`src/rtl/vp_pkg.sv`:
```
`default_nettype none
// ============================================================================
//  Module      : vp_pkg
//  Description : Shared types and default constants for the load value
//                prediction speculation controller.
//                  - vp_state_e : controller FSM state
//                  - ptr_w()    : slot-index width for a given depth
//                                 (never narrower than 1 bit)
//  Revision    : 1.0 - initial release
// ============================================================================
package vp_pkg;

    localparam int c_data_width_def = 32;
    localparam int c_pc_width_def   = 32;
    localparam int c_depth_def      = 4;
    localparam int c_cnt_w_def      = 16;

    typedef enum logic [1:0] {
        ST_IDLE    = 2'd0,
        ST_SPEC    = 2'd1,
        ST_RECOVER = 2'd2
    } vp_state_e;

    function automatic int ptr_w(input int depth);
        return (depth > 1) ? $clog2(depth) : 1;
    endfunction

endpackage
`default_nettype wire

```
`src/rtl/vp_entry_fifo.sv`:
```
`default_nettype none
// ============================================================================
//  Module      : vp_entry_fifo
//  Description : Circular buffer of outstanding predicted loads, {pc, value}.
//                Ports:
//                  i_push/i_push_pc/i_push_data : allocate entry at tail
//                  i_pop                        : retire head entry
//                  i_clear                      : discard all (head <= tail)
//                  o_head_data / o_head_pc      : oldest entry contents
//                  o_head_ptr / o_tail_ptr      : slot indices
//                  o_occupancy                  : number of live entries
//  Revision    : 1.0 - initial release
// ============================================================================
module vp_entry_fifo
    import vp_pkg::*;
#(
    parameter int DATA_WIDTH = c_data_width_def,
    parameter int PC_WIDTH   = c_pc_width_def,
    parameter int DEPTH      = c_depth_def,
    parameter int PTR_W      = ptr_w(DEPTH),
    parameter int OCC_W      = $clog2(DEPTH + 1)
) (
    input  logic                  clk,
    input  logic                  rst,
    input  logic                  i_push,
    input  logic [PC_WIDTH-1:0]   i_push_pc,
    input  logic [DATA_WIDTH-1:0] i_push_data,
    input  logic                  i_pop,
    input  logic                  i_clear,
    output logic [DATA_WIDTH-1:0] o_head_data,
    output logic [PC_WIDTH-1:0]   o_head_pc,
    output logic [PTR_W-1:0]      o_head_ptr,
    output logic [PTR_W-1:0]      o_tail_ptr,
    output logic [OCC_W-1:0]      o_occupancy
);

    logic [DATA_WIDTH-1:0] r_data [DEPTH];
    logic [PC_WIDTH-1:0]   r_pc   [DEPTH];
    logic [PTR_W-1:0]      r_head;
    logic [PTR_W-1:0]      r_tail;
    logic [OCC_W-1:0]      r_count;
    logic [PTR_W-1:0]      w_head_inc;
    logic [PTR_W-1:0]      w_tail_inc;

    // Explicit wrap keeps the modulo correct even when DEPTH does not fill
    // the pointer's binary range (DEPTH == 1).
    always_comb begin
        w_head_inc = (r_head == PTR_W'(DEPTH - 1)) ? '0 : r_head + 1'b1;
        w_tail_inc = (r_tail == PTR_W'(DEPTH - 1)) ? '0 : r_tail + 1'b1;
    end

    always_ff @(posedge clk) begin
        if (rst) begin
            r_head  <= '0;
            r_tail  <= '0;
            r_count <= '0;
        end else if (i_clear) begin
            // Younger entries are squashed; tail stays, so the next
            // allocation continues from the same slot sequence.
            r_head  <= r_tail;
            r_count <= '0;
        end else begin
            if (i_push) r_tail <= w_tail_inc;
            if (i_pop)  r_head <= w_head_inc;
            case ({i_push, i_pop})
                2'b10:   r_count <= r_count + 1'b1;
                2'b01:   r_count <= r_count - 1'b1;
                default: r_count <= r_count;
            endcase
        end
    end

    // Entry storage carries no reset; validity is tracked by r_count.
    always_ff @(posedge clk) begin
        if (i_push) begin
            r_data[r_tail] <= i_push_data;
            r_pc[r_tail]   <= i_push_pc;
        end
    end

    assign o_head_data = r_data[r_head];
    assign o_head_pc   = r_pc[r_head];
    assign o_head_ptr  = r_head;
    assign o_tail_ptr  = r_tail;
    assign o_occupancy = r_count;

endmodule
`default_nettype wire

```
`src/rtl/vp_spec_ctrl.sv`:
```
`default_nettype none
// ============================================================================
//  Module      : vp_spec_ctrl
//  Description : Load value prediction speculation controller.
//                Inputs : clk, rst, vp_enable, ld_valid/ld_pc,
//                         pred_valid/pred_data, res_valid/res_data,
//                         recovery_done
//                Outputs: ld_accept, spec_valid/spec_data, snap_take/snap_id,
//                         recover/recover_id, stall, flush, occupancy,
//                         cnt_hit, cnt_miss
//  Revision    : 1.0 - initial release
// ============================================================================
module vp_spec_ctrl
    import vp_pkg::*;
#(
    parameter int DATA_WIDTH = c_data_width_def,
    parameter int PC_WIDTH   = c_pc_width_def,
    parameter int DEPTH      = c_depth_def,
    parameter int CNT_W      = c_cnt_w_def
) (
    input  logic                        clk,
    input  logic                        rst,
    input  logic                        vp_enable,
    input  logic                        ld_valid,
    input  logic [PC_WIDTH-1:0]         ld_pc,
    input  logic                        pred_valid,
    input  logic [DATA_WIDTH-1:0]       pred_data,
    output logic                        ld_accept,
    output logic                        spec_valid,
    output logic [DATA_WIDTH-1:0]       spec_data,
    output logic                        snap_take,
    output logic [ptr_w(DEPTH)-1:0]     snap_id,
    input  logic                        res_valid,
    input  logic [DATA_WIDTH-1:0]       res_data,
    output logic                        recover,
    output logic [ptr_w(DEPTH)-1:0]     recover_id,
    input  logic                        recovery_done,
    output logic                        stall,
    output logic                        flush,
    output logic [$clog2(DEPTH+1)-1:0]  occupancy,
    output logic [CNT_W-1:0]            cnt_hit,
    output logic [CNT_W-1:0]            cnt_miss
);

    localparam int c_ptr_w = ptr_w(DEPTH);
    localparam int c_occ_w = $clog2(DEPTH + 1);

    vp_state_e             r_state;
    vp_state_e             w_state_nxt;
    logic                  r_spec_valid;
    logic [DATA_WIDTH-1:0] r_spec_data;
    logic [CNT_W-1:0]      r_cnt_hit;
    logic [CNT_W-1:0]      r_cnt_miss;

    logic [DATA_WIDTH-1:0] w_head_data;
    logic [PC_WIDTH-1:0]   w_unused_head_pc;
    logic [c_ptr_w-1:0]    w_head_ptr;
    logic [c_ptr_w-1:0]    w_tail_ptr;
    logic [c_occ_w-1:0]    w_occ;
    logic                  w_spec_req;
    logic                  w_resolve;
    logic                  w_hit;
    logic                  w_mispredict;
    logic                  w_accept;
    logic                  w_occ_nxt_nz;

    vp_entry_fifo #(
        .DATA_WIDTH (DATA_WIDTH),
        .PC_WIDTH   (PC_WIDTH),
        .DEPTH      (DEPTH),
        .PTR_W      (c_ptr_w),
        .OCC_W      (c_occ_w)
    ) u_fifo (
        .clk         (clk),
        .rst         (rst),
        .i_push      (w_accept),
        .i_push_pc   (ld_pc),
        .i_push_data (pred_data),
        .i_pop       (w_hit),
        .i_clear     (w_mispredict),
        .o_head_data (w_head_data),
        .o_head_pc   (w_unused_head_pc),
        .o_head_ptr  (w_head_ptr),
        .o_tail_ptr  (w_tail_ptr),
        .o_occupancy (w_occ)
    );

    // Pulses are gated by rst so nothing leaks out during a reset cycle.
    // A mispredict squashes the whole window, so a same-cycle allocation
    // is refused and the requesting load stalls instead.
    always_comb begin
        w_spec_req   = ld_valid & pred_valid & vp_enable;
        w_resolve    = ~rst & res_valid & (w_occ != '0);
        w_hit        = w_resolve & (res_data == w_head_data);
        w_mispredict = w_resolve & (res_data != w_head_data);
        w_accept     = ~rst & w_spec_req & (r_state != ST_RECOVER)
                     & (w_occ < c_occ_w'(DEPTH)) & ~w_mispredict;
        w_occ_nxt_nz = w_accept | (w_occ > c_occ_w'(1))
                     | ((w_occ == c_occ_w'(1)) & ~w_hit);
    end

    always_comb begin
        w_state_nxt = r_state;
        case (r_state)
            ST_RECOVER: if (recovery_done) w_state_nxt = ST_IDLE;
            default: begin
                if (w_mispredict)      w_state_nxt = ST_RECOVER;
                else if (w_occ_nxt_nz) w_state_nxt = ST_SPEC;
                else                   w_state_nxt = ST_IDLE;
            end
        endcase
    end

    always_ff @(posedge clk) begin
        if (rst) begin
            r_state      <= ST_IDLE;
            r_spec_valid <= 1'b0;
            r_cnt_hit    <= '0;
            r_cnt_miss   <= '0;
        end else begin
            r_state      <= w_state_nxt;
            r_spec_valid <= w_accept;
            if (w_hit && (r_cnt_hit != '1))
                r_cnt_hit <= r_cnt_hit + 1'b1;
            if (w_mispredict && (r_cnt_miss != '1))
                r_cnt_miss <= r_cnt_miss + 1'b1;
        end
    end

    always_ff @(posedge clk) begin
        if (w_accept) r_spec_data <= pred_data;
    end

    assign ld_accept  = w_accept;
    assign snap_take  = w_accept;
    assign snap_id    = w_tail_ptr;
    assign recover    = w_mispredict;
    assign flush      = w_mispredict;
    assign recover_id = w_head_ptr;
    assign stall      = (r_state == ST_RECOVER) | (w_spec_req & ~w_accept);
    assign spec_valid = r_spec_valid;
    assign spec_data  = r_spec_data;
    assign occupancy  = w_occ;
    assign cnt_hit    = r_cnt_hit;
    assign cnt_miss   = r_cnt_miss;

endmodule
`default_nettype wire

```
`config.mk`:
```
export PLATFORM = sky130hd
export DESIGN_NAME = vp_spec_ctrl
export DESIGN_NICKNAME = d
export VERILOG_FILES = /design/src/rtl/vp_pkg.sv /design/src/rtl/vp_entry_fifo.sv /design/src/rtl/vp_spec_ctrl.sv
export SDC_FILE = /design/constraint.sdc
export NUM_CORES = 1
export LEC_CHECK = 0
export CORE_MARGIN = 8
export CORE_UTILIZATION = 40
export CTS_BUF_LIST = sky130_fd_sc_hd__clkbuf_4 sky130_fd_sc_hd__clkbuf_8 sky130_fd_sc_hd__clkbuf_16
export DETAILED_ROUTE_END_ITERATION = 16
export HOLD_SLACK_MARGIN = 0.03
export PLACE_DENSITY = 0.65
export SYNTH_ARGS = -nofsm -noshare
export SYNTH_HDL_FRONTEND = slang
export SYNTH_SLANG_ARGS = --single-unit
export TNS_END_PERCENT = 1
```
`constraint.sdc`:
```
create_clock -name clk -period 7.2 [get_ports clk]
set_clock_uncertainty 0.1 [all_clocks]
set_input_delay 1.08 -clock clk [delete_from_list [all_inputs] [get_ports clk]]
set_output_delay 1.08 -clock clk [all_outputs]
set_load 0.01 [all_outputs]
```
==> impl_metrics.csv, run 1 <==
group,metric,value,unit
detailed_routing,viasPerCell,5.27,
grt,grt_pass1_wl,29200,um
detailed_routing,drtPass1Iterations,4,
cells_and_area,drive_above_1_share,14.1,%
setup_path,max_stage_delay,0.77,ns
timing,period_share,84.2,%
cells_and_area,area_growth,29.5,%
die,rows,53,
logic_synthesis,syn_area,8390,um2
clocking,insertion_delay,0.49,ns
grt,gr-usage-all-layers,14.2,%
timing,timing.final.hold_violations,0,
setup_path,path_class,"reg -> out",
clocking,cts_tree,"yes",
setup_path,worst-endpoint-required,6.02,ns
setup_path,crit_path_max_fanout,20,
placed_design,routabilityCongestion,0.830,
logic_synthesis,ys_seq_area_share,67.8,%
setup_path,slowest_stage,"dfxtp_2",
logic_synthesis,synth_fp_nets,637,
power,p_per_area,238,nW/um2
clocking,clock-root-buffer,"clkbuf_16",
die,die_x,161,um
timing,period_minus_slack,6.06,ns
cells_and_area,fillers,1742,
cells_and_area,fin_util,52.2,%
logic_synthesis,ys.flop_type,"edfxtp_1",
grt,antenna_found_initial,1,
timing,setup_viol,0,
grt,grt_pass1_vias,5403,
die,core,20800,um2
cells_and_area,diodes,0,
detailed_routing,ant_nets,0,
setup_path,start_kind,"register",
logic_synthesis,synth_edf_count,160,
die,start_util,40.3,%
clocking,postCtsSetupBuffers,0,
die,io-pin-count,180,
clocking,cts.sinks,204,
clocking,ctsResizeCount,0,
logic_synthesis,synth_top_area_share,57.3,%
detailed_routing,routed_wirelength,19000,um
grt,overflow,0,
setup_path,end_kind,"output pin",
clocking,h-tree-depth,1,
logic_synthesis,ys_ff_latch,204,
placed_design,dp_hpwl,12500,um
grt,grt_max_degree,34,
cells_and_area,nets,792,
timing,slew_violations,0,
hold_path,hold_path_class,"reg -> reg",
logic_synthesis,ys_warn_count,0,
placed_design,placed_cells,928,
power,power,2.59,mW
clocking,numCtsBuffers,22,
timing,setup_tns,0,ns
die,dieArea,25900,um2
clocking,clk_pin_slew,0.06,ns
status,status,"finished, final reports clean",
logic_synthesis,synthCells,522,
setup_path,cp_cell_sequence,"buf_4, mux4_2, xnor2_1, nand4_1, nor4_4, a21oi_1, or3_1, inv_2, clkdlybuf4s50_1",
timing,max_slew_margin,38.9,%
power,p_leak,3.53,nW
placed_design,portBuffers,147,
cells_and_area,fin_cells,968,
detailed_routing,drc,0,
detailed_routing,vias,5100,
timing,fmaxAchievable,0.165,GHz
power,irDropWorstVdd,0.130,mV
logic_synthesis,synth.distinct_cells,54,
die,die_h,161,um
detailed_routing,post_drt_wl_per_cell,19.6,um
logic_synthesis,yosys-top-cells-area,"edfxtp_1 57%, dfxtp_1 10%, mux4_2 8.6%",
timing,rsz0062_at_grt,"no",
timing,hold_ws,0.406,ns
logic_synthesis,synth_area_leader_cell,"edfxtp_1",
logic_synthesis,async_flop_share,0,%
logic_synthesis,syn-mean-instance-area,16.1,um2
clocking,hold_buffers,0,
job,maxCapViolations,0,
setup_path,cp.arrival,4.88,ns
clocking,ctsLongestPathBuffers,3,
timing,worst_pin_slew,0.916,ns
detailed_routing,drt-initial-drc-count,253,
==> placed cells by master (no fill, tap or decap), types with 8 or more instances in the layout <==
master,synthesis,layout
dfxtp_1,44,43
nand3_1,11,11
nor2_1,17,17
clkbuf_16,0,23
xnor2_1,34,34
or3_1,8,8
or4_1,8,8
a21oi_1,20,20
inv_1,12,12
mux4_2,32,32
o21ai_0,10,10
o31ai_1,10,10
edfxtp_1,160,160
nand4_1,22,22
clkbuf_4,0,9
ha_1,12,12
and3_1,12,12
nand2_1,21,21
clkdlybuf4s50_1,0,147
==> cell usage after synthesis (3+ instances only) <==
cell / count
a21oi_1: 20
a31oi_1: 4
and2_1: 7
and3_1: 12
buf_1: 4
buf_4: 4
buf_6: 7
clkbuf_1: 6
dfxtp_1: 44
edfxtp_1: 160
ha_1: 12
inv_1: 12
mux4_2: 32
nand2_1: 21
nand3_1: 11
nand4_1: 22
nor2_1: 17
nor2b_1: 3
nor4_2: 3
o211ai_1: 3
o21a_1: 4
o21ai_0: 10
o21ai_1: 4
o31a_1: 3
o31ai_1: 10
or2_2: 3
or3_1: 8
or4_1: 8
xnor2_1: 34
==> stage by stage <==
stage               area [um2]  worst slack, ns
floorplan                 8390             3.05
global route             10900            0.787
detailed placement       10100             1.52
CTS                      10900            0.993
finish                   10900             1.14
global placement         10100             1.56
==> sequential cells by signal, indices dropped and copies added (netlist names), named ones only <==
| signal | count |
|---|---|
| u_fifo.o_occupancy | 3 |
| u_fifo.r_data | 128 |
| cnt_miss | 16 |
| spec_data | 32 |
| u_fifo.o_head_ptr | 2 |
| spec_valid | 1 |
| u_fifo.o_tail_ptr | 2 |
| cnt_hit | 16 |
| r_state | 2 |
==> power by group <==
part	internal (mW)	switching [mW]
sequential	1.28	0.00685
combinational	0.0793	0.0635
clock	0.729	0.427
==> per-layer routing <==
metal  GRT usage [%]  part of all wire [%]  up-vias
li1                -                     -     2376
met1            17.0                    41     2536
met2            24.6                    49      155
met3            4.66                   8.0       31
met4            2.82                   1.5        2
met5               0                 0.069        -
==> area by class of cell <==
| cell class | instances | area (um2) | area share (%) |
|---|---|---|---|
| inverters | 13 | 48.8 | 0.449 |
| flip-flops and latches | 204 | 5690 | 52.3 |
| multi-input cells | 282 | 2500 | 23.0 |
| clock buffers | 32 | 643 | 5.92 |
| well taps | 275 | 344 | 3.17 |
| repair buffers | 154 | 1520 | 14.0 |
| clock inverters | 8 | 116 | 1.07 |
==> critical path, delay by kind of cell, from the launching register on <==
kind	cells	cell delay, ns
xor+xnor	1	0.15
simple gates	3	1.18
mux	1	0.56
compound gates	1	0.27
flops	1	0.77
buf+inv	3	1.44
==> logic make-up after synthesis <==
| logic type | synth area share [%] |
|---|---|
| xor gates and xnor gates | 3.76 |
| DFF | 67.8 |
| adders and majority gates | 1.79 |
| and+or+nand+nor | 8.78 |
| buffers and inverters | 2.45 |
| AOI/OAI and AO/OA | 6.37 |
| muxes | 9.10 |
==> worst paths after layout <==
kind / from / end / slack [ns] / depth (start not counted)
min reg2reg: cnt_miss[10]$_SDFFE_PP0P_ / cnt_miss[10]$_SDFFE_PP0P_ / 0.41 / 2
max: register / snap_take / 1.14 / 9
min: cnt_miss[10]$_SDFFE_PP0P_ / cnt_miss[10]$_SDFFE_PP0P_ / 0.41 / 2
max reg2reg: register / u_fifo.r_data[0][4]$_DFFE_PP_ / 2.10 / 9
Power figures use the tool's default switching activity.
==> run 2, diff against run 1 <==
--- a/config.mk
+++ b/config.mk
@@ -10,7 +10,7 @@
 export CTS_BUF_LIST = sky130_fd_sc_hd__clkbuf_4 sky130_fd_sc_hd__clkbuf_8 sky130_fd_sc_hd__clkbuf_16
 export DETAILED_ROUTE_END_ITERATION = 16
 export HOLD_SLACK_MARGIN = 0.03
-export PLACE_DENSITY = 0.65
+export PLACE_DENSITY = 0.68
 export SYNTH_ARGS = -nofsm -noshare
 export SYNTH_HDL_FRONTEND = slang
 export SYNTH_SLANG_ARGS = --single-unit
==> constraint.sdc (replaced) <==
create_clock -name clk -period 5.4 [get_ports clk]
set_clock_uncertainty 0.1 [all_clocks]
set_input_delay 0.81 -clock clk [delete_from_list [all_inputs] [get_ports clk]]
set_output_delay 0.81 -clock clk [all_outputs]
set_load 0.01 [all_outputs]
==> impl_metrics.csv, run 2 (synthesized netlist as in run 1, its figures left out) <==
group,metric,value,unit
timing,setup_viol,0,
detailed_routing,viasPerCell,5.26,
cells_and_area,final_common_cell,"edfxtp_1",
setup_path,cp_num_buf_inv,3,
die,die_h,161,um
detailed_routing,drc,0,
setup_path,rr_worst_depth,11,
cells_and_area,diodes,0,
timing,period_minus_slack,5.09,ns
timing,worst_pin_slew,0.683,ns
timing,period_share,94.2,%
cells_and_area,final_cell_mix,"160 x edfxtp_1, 147 x clkdlybuf4s50_1, 42 x dfxtp_1, 34 x xnor2_1, 32 x mux4_2",
clocking,h-tree-depth,1,
power,p_per_area,309,nW/um2
clocking,clock-root-buffer,"clkbuf_16",
hold_path,worstHoldStart,"cnt_miss[10]$_SDFFE_PP0P_",
detailed_routing,drt-initial-drc-count,286,
clocking,ctsResizeCount,0,
grt,grt_max_degree,34,
setup_path,end_kind,"output pin",
cells_and_area,nets,798,
status,status,"finished, final reports clean",
grt,overflow,0,
clocking,hold_buffers,0,
placed_design,routabilityCongestion,0.861,
setup_path,crit_cells,10,
hold_path,holdPathEnd,"cnt_miss[10]$_SDFFE_PP0P_",
detailed_routing,routed_wirelength,18600,um
clocking,postCtsSetupBuffers,0,
clocking,numCtsBuffers,22,
setup_path,rr_endpoint,"u_fifo.r_data[1][30]$_DFFE_PP_",
timing,max_slew_margin,54.4,%
hold_path,hold_path_class,"reg -> reg",
power,irDropWorstVdd,0.179,mV
detailed_routing,wl_met2,8950,um
setup_path,start_kind,"register",
die,die_x,161,um
detailed_routing,post_drt_wl_per_cell,19.1,um
setup_path,crit_path_max_fanout,32,
hold_path,min_delay_path_depth,2,
setup_path,slowest_stage,"nor4_4",
placed_design,portBuffers,147,
clocking,insertion_delay,0.49,ns
die,dieArea,25900,um2
cells_and_area,largest_reg_flops,128,
detailed_routing,ant_nets,0,
detailed_routing,wl_met1,7790,um
detailed_routing,vias,5109,
setup_path,worst-endpoint-required,4.49,ns
cells_and_area,multiInputGateArea,2500,um2
die,rows,53,
setup_path,max_stage_delay,0.56,ns
cells_and_area,fillers,1739,
setup_path,cp.arrival,4.18,ns
timing,setup_tns,0,ns
cells_and_area,drive_above_1_share,14.8,%
cells_and_area,area_growth,29.7,%
setup_path,path_class,"reg -> out",
timing,fmaxAchievable,0.197,GHz
grt,grt_pass1_wl,29200,um
grt,antenna_found_initial,0,
placed_design,post-place-ws,0.660,ns
power,p_leak,3.53,nW
detailed_routing,drtPass1Iterations,5,
power,power,3.36,mW
setup_path,r2r_slack,1.10,ns
clocking,cts_tree,"yes",
die,start_util,40.3,%
detailed_routing,dr.max_layer_used,"met4",
job,maxCapViolations,0,
timing,rsz0062_at_grt,"no",
detailed_routing,met3RoutedLength,1640,um
timing,slew_violations,0,
timing,setup_slack,0.311,ns
clocking,clk_pin_slew,0.06,ns
setup_path,cp_cell_sequence,"buf_12, mux4_2, xnor2_1, nand4_1, nor4_4, a21oi_1, or3_1, inv_2, nor2_1, clkdlybuf4s50_1",
cells_and_area,largest-register,"u_fifo.r_data",
clocking,cts.sinks,204,
clocking,ctsLongestPathBuffers,3,
die,core,20800,um2
timing,timing.final.hold_violations,0,
placed_design,dp_hpwl,12500,um
die,io-pin-count,180,
grt,grt_pass1_vias,5388,
cells_and_area,seqCellArea,5690,um2
grt,gr-usage-all-layers,14.1,%
setup_path,crit_family,"simple AND/OR/NAND/NOR gates",
-- run 2: cell types whose count changed in the layout (fill, tap and decap cells not counted), sizes merged --
cell,change
buf,+6
clkbuf,-5
clkinvlp,+4
bufinv,-1
inv,-1
-- run 2: layer usage --
layer / vias to the layer above / global-route usage [%]
met5: - / 0
li1: 2385 / -
met2: 173 / 23.7
met4: 0 / 3.07
met1: 2532 / 17.4
met3: 19 / 4.53
-- run 2: cell type report --
class	instances	share of cell area [%]
Timing Repair Buffer	160	14.5
Tap cell	275	3.16
Clock buffer	27	5.57
Multi-Input combinational cell	282	23.0
Inverter	13	0.448
Sequential cell	204	52.3
Clock inverter	10	1.00
-- run 2: worst register-to-register path, delay by kind of cell, from the launching register on --
kind,cells,cell delay [ns]
buffers and inverters,4,1.12
DFF,1,0.34
xor gates and xnor gates,1,0.21
muxes,1,0.57
and+or+nand+nor,4,1.32
AOI/OAI and AO/OA,1,0.25
-- run 2: worst max path at each step --
stage	endpoint	slack [ns]
2_1_floorplan	u_fifo.r_data[3][0]$_DFFE_PP_	1.25
3_3_place_gp	stall	0.67
3_5_place_dp	snap_take	0.66
4_1_cts	stall	0.19
5_1_grt	stall	0.02
6_report	stall	0.31
-- run 2: stage by stage --
stage / utilization [%] / hold WS (ns) / std cells / cell area [um2]
3_5_place_dp: 48.8 / 0.401 / 934 / 10200
5_1_grt: 52.3 / 0.416 / 971 / 10900
6_report: 52.3 / 0.408 / 971 / 10900
3_3_place_gp: 48.8 / 0.380 / 934 / 10200
2_1_floorplan: - / 0.404 / 522 / 8390
4_1_cts: 52.3 / 0.407 / 971 / 10900
-- run 2: report_power, final --
group,total [mW],leakage [nW],switching [mW],internal (mW)
sequential,1.71,1.80,0.00766,1.71
clock,1.45,0.344,0.564,0.890
combinational,0.193,1.39,0.0857,0.107
total,3.36,3.53,0.657,2.70
==> run 3, diff against run 2 <==
--- a/config.mk
+++ b/config.mk
@@ -10,8 +10,8 @@
 export CTS_BUF_LIST = sky130_fd_sc_hd__clkbuf_4 sky130_fd_sc_hd__clkbuf_8 sky130_fd_sc_hd__clkbuf_16
 export DETAILED_ROUTE_END_ITERATION = 16
 export HOLD_SLACK_MARGIN = 0.03
-export PLACE_DENSITY = 0.68
 export SYNTH_ARGS = -nofsm -noshare
 export SYNTH_HDL_FRONTEND = slang
+export SYNTH_HIERARCHICAL = 1
 export SYNTH_SLANG_ARGS = --single-unit
 export TNS_END_PERCENT = 1
==> impl_metrics.csv, run 3 <==
group,metric,value,unit
logic_synthesis,ys_warn_count,6,
power,p_leak,3.50,nW
logic_synthesis,syn-mean-instance-area,16.2,um2
clocking,insertion_delay,0.52,ns
hold_path,hold_path_class,"reg -> reg",
detailed_routing,drc,0,
cells_and_area,largest_reg_flops,128,
grt,antenna_found_initial,2,
timing,max_slew_margin,29.5,%
die,core,20300,um2
timing,setup_viol,0,
setup_path,crit_path_max_fanout,32,
die,dieArea,25700,um2
clocking,numCtsBuffers,22,
timing,worst_pin_slew,1.04,ns
logic_synthesis,synth_fp_nets,626,
detailed_routing,post_drt_wl_per_cell,20.3,um
grt,met2_usage,25.5,%
setup_path,rr_worst_depth,15,
cells_and_area,fin_util,54.0,%
cells_and_area,final_cell_mix,"160 x edfxtp_1, 147 x clkdlybuf4s50_1, 42 x dfxtp_1, 34 x xor2_1, 29 x mux4_2",
die,die_h,160,um
timing,rsz0062_at_grt,"no",
setup_path,start_kind,"register",
setup_path,worst-endpoint-required,4.49,ns
cells_and_area,diodes,0,
grt,busiest_layer,"met2",
logic_synthesis,syn_area,8320,um2
timing,slew_violations,0,
clocking,clk_pin_slew,0.06,ns
timing,fmaxAchievable,0.194,GHz
job,maxCapViolations,0,
hold_path,worstHoldStart,"cnt_hit[15]$_SDFFE_PP0P_",
placed_design,dp_hpwl,13400,um
clocking,ctsLongestPathBuffers,3,
hold_path,holdPathEnd,"cnt_hit[15]$_SDFFE_PP0P_",
placed_design,routabilityCongestion,0.767,
grt,overflow,0,
timing,setup_slack,0.253,ns
grt,grt_pass1_wl,30400,um
grt,grt_pass1_vias,5472,
logic_synthesis,synthCells,515,
detailed_routing,drtPass1Iterations,5,
setup_path,r2r_slack,0.80,ns
detailed_routing,ant_nets,0,
die,rows,52,
die,die_x,160,um
placed_design,portBuffers,147,
clocking,clock-root-buffer,"clkbuf_16",
clocking,h-tree-depth,1,
cells_and_area,multiInputGateArea,2510,um2
cells_and_area,area_growth,31.8,%
clocking,cts_tree,"yes",
power,p_per_area,306,nW/um2
detailed_routing,vias,5250,
die,io-pin-count,180,
cells_and_area,fillers,1702,
hold_path,min_delay_path_depth,2,
placed_design,placed_cells,928,
detailed_routing,drt-initial-drc-count,308,
setup_path,path_class,"reg -> out",
grt,grt_max_degree,37,
setup_path,end_kind,"output pin",
clocking,cts.sinks,204,
cells_and_area,seqCellArea,5690,um2
cells_and_area,nets,794,
cells_and_area,fin_cells,969,
detailed_routing,routed_wirelength,19700,um
cells_and_area,final_common_cell,"edfxtp_1",
cells_and_area,drive_above_1_share,15.5,%
die,start_util,41.0,%
setup_path,rr_endpoint,"u_fifo/o_occupancy[2]$_SDFFE_PP0P_",
placed_design,post-place-ws,0.300,ns
cells_and_area,largest-register,"u_fifo/r_data",
grt,gr-usage-all-layers,14.9,%
grt,grt_util_met1,17.9,%
timing,period_share,95.3,%
detailed_routing,viasPerCell,5.42,
setup_path,cp.arrival,4.24,ns
grt,grt.met3_usage,4.88,%
status,status,"finished, final reports clean",
timing,timing.final.hold_violations,0,
timing,period_minus_slack,5.15,ns
timing,setup_tns,0,ns
power,irDropWorstVdd,0.263,mV
==> run 3: per-layer routing <==
metal / vias to the layer above / share of wire (%)
li1: 2422 / -
met1: 2609 / 41
met2: 182 / 50
met3: 33 / 7.6
met4: 4 / 2.0
met5: - / 0.14
==> run 3: per-stage QoR <==
stage | hold slack, ns | area [um2] | power (mW)
after floorplan | 0.381 | 8330 | 1.79
after global placement | 0.385 | 10200 | 1.89
after detailed placement | 0.413 | 10200 | 1.89
after CTS | 0.423 | 10900 | 3.39
after global routing | 0.453 | 11000 | 3.46
final | 0.416 | 11000 | 3.35
==> run 3: worst max-delay path by stage <==
stage	startpoint	end	slack, ns
finish	register	ld_accept	0.25
global route	register	ld_accept	0.04
CTS	register	ld_accept	0.02
detailed placement	res_data[25]	ld_accept	0.30
global placement	res_data[5]	snap_take	0.35
floorplan	register	u_fifo/o_occupancy[2]$_SDFFE_PP0P_	0.12
==> run 3: critical path, cell delays in order, from the launching register on <==
cell	delay, ns
dfxtp_2	0.34
buf_12	0.27
mux4_1	0.64
xor2_1	0.19
nor4_2	0.36
nand4_1	0.21
o21ai_2	0.20
inv_1	0.08
or3_1	0.42
nor3_4	0.25
buf_4	0.20
clkdlybuf4s50_1	0.54
==> run 3: power breakdown <==
part	internal, mW	total, mW	leakage, nW	switching (mW)
clock	0.903	1.50	0.376	0.593
combinational	0.0809	0.149	1.33	0.0682
sequential	1.70	1.71	1.80	0.00502
total	2.69	3.35	3.50	0.667
==> run 3: final cells by class <==
cell class / count / area share [%]
sequential: 204 / 51.9
multi-input combinational: 282 / 22.9
timing repair buffer: 166 / 15.1
tap: 270 / 3.08
clock buffer: 34 / 6.07
inverter: 7 / 0.240
clock inverter: 6 / 0.719
==> run 3: repair_timing <==
| action | in CTS | in global routing |
|---|---|---|
| endpoints found under the setup margin | 2 | 2 |
| pin swaps | 0 | 1 |
| hold buffers | 0 | 0 |
| buffers inserted | 0 | 1 |
| endpoints found under the hold margin | 0 | 0 |
| resized for setup | 3 | 3 |
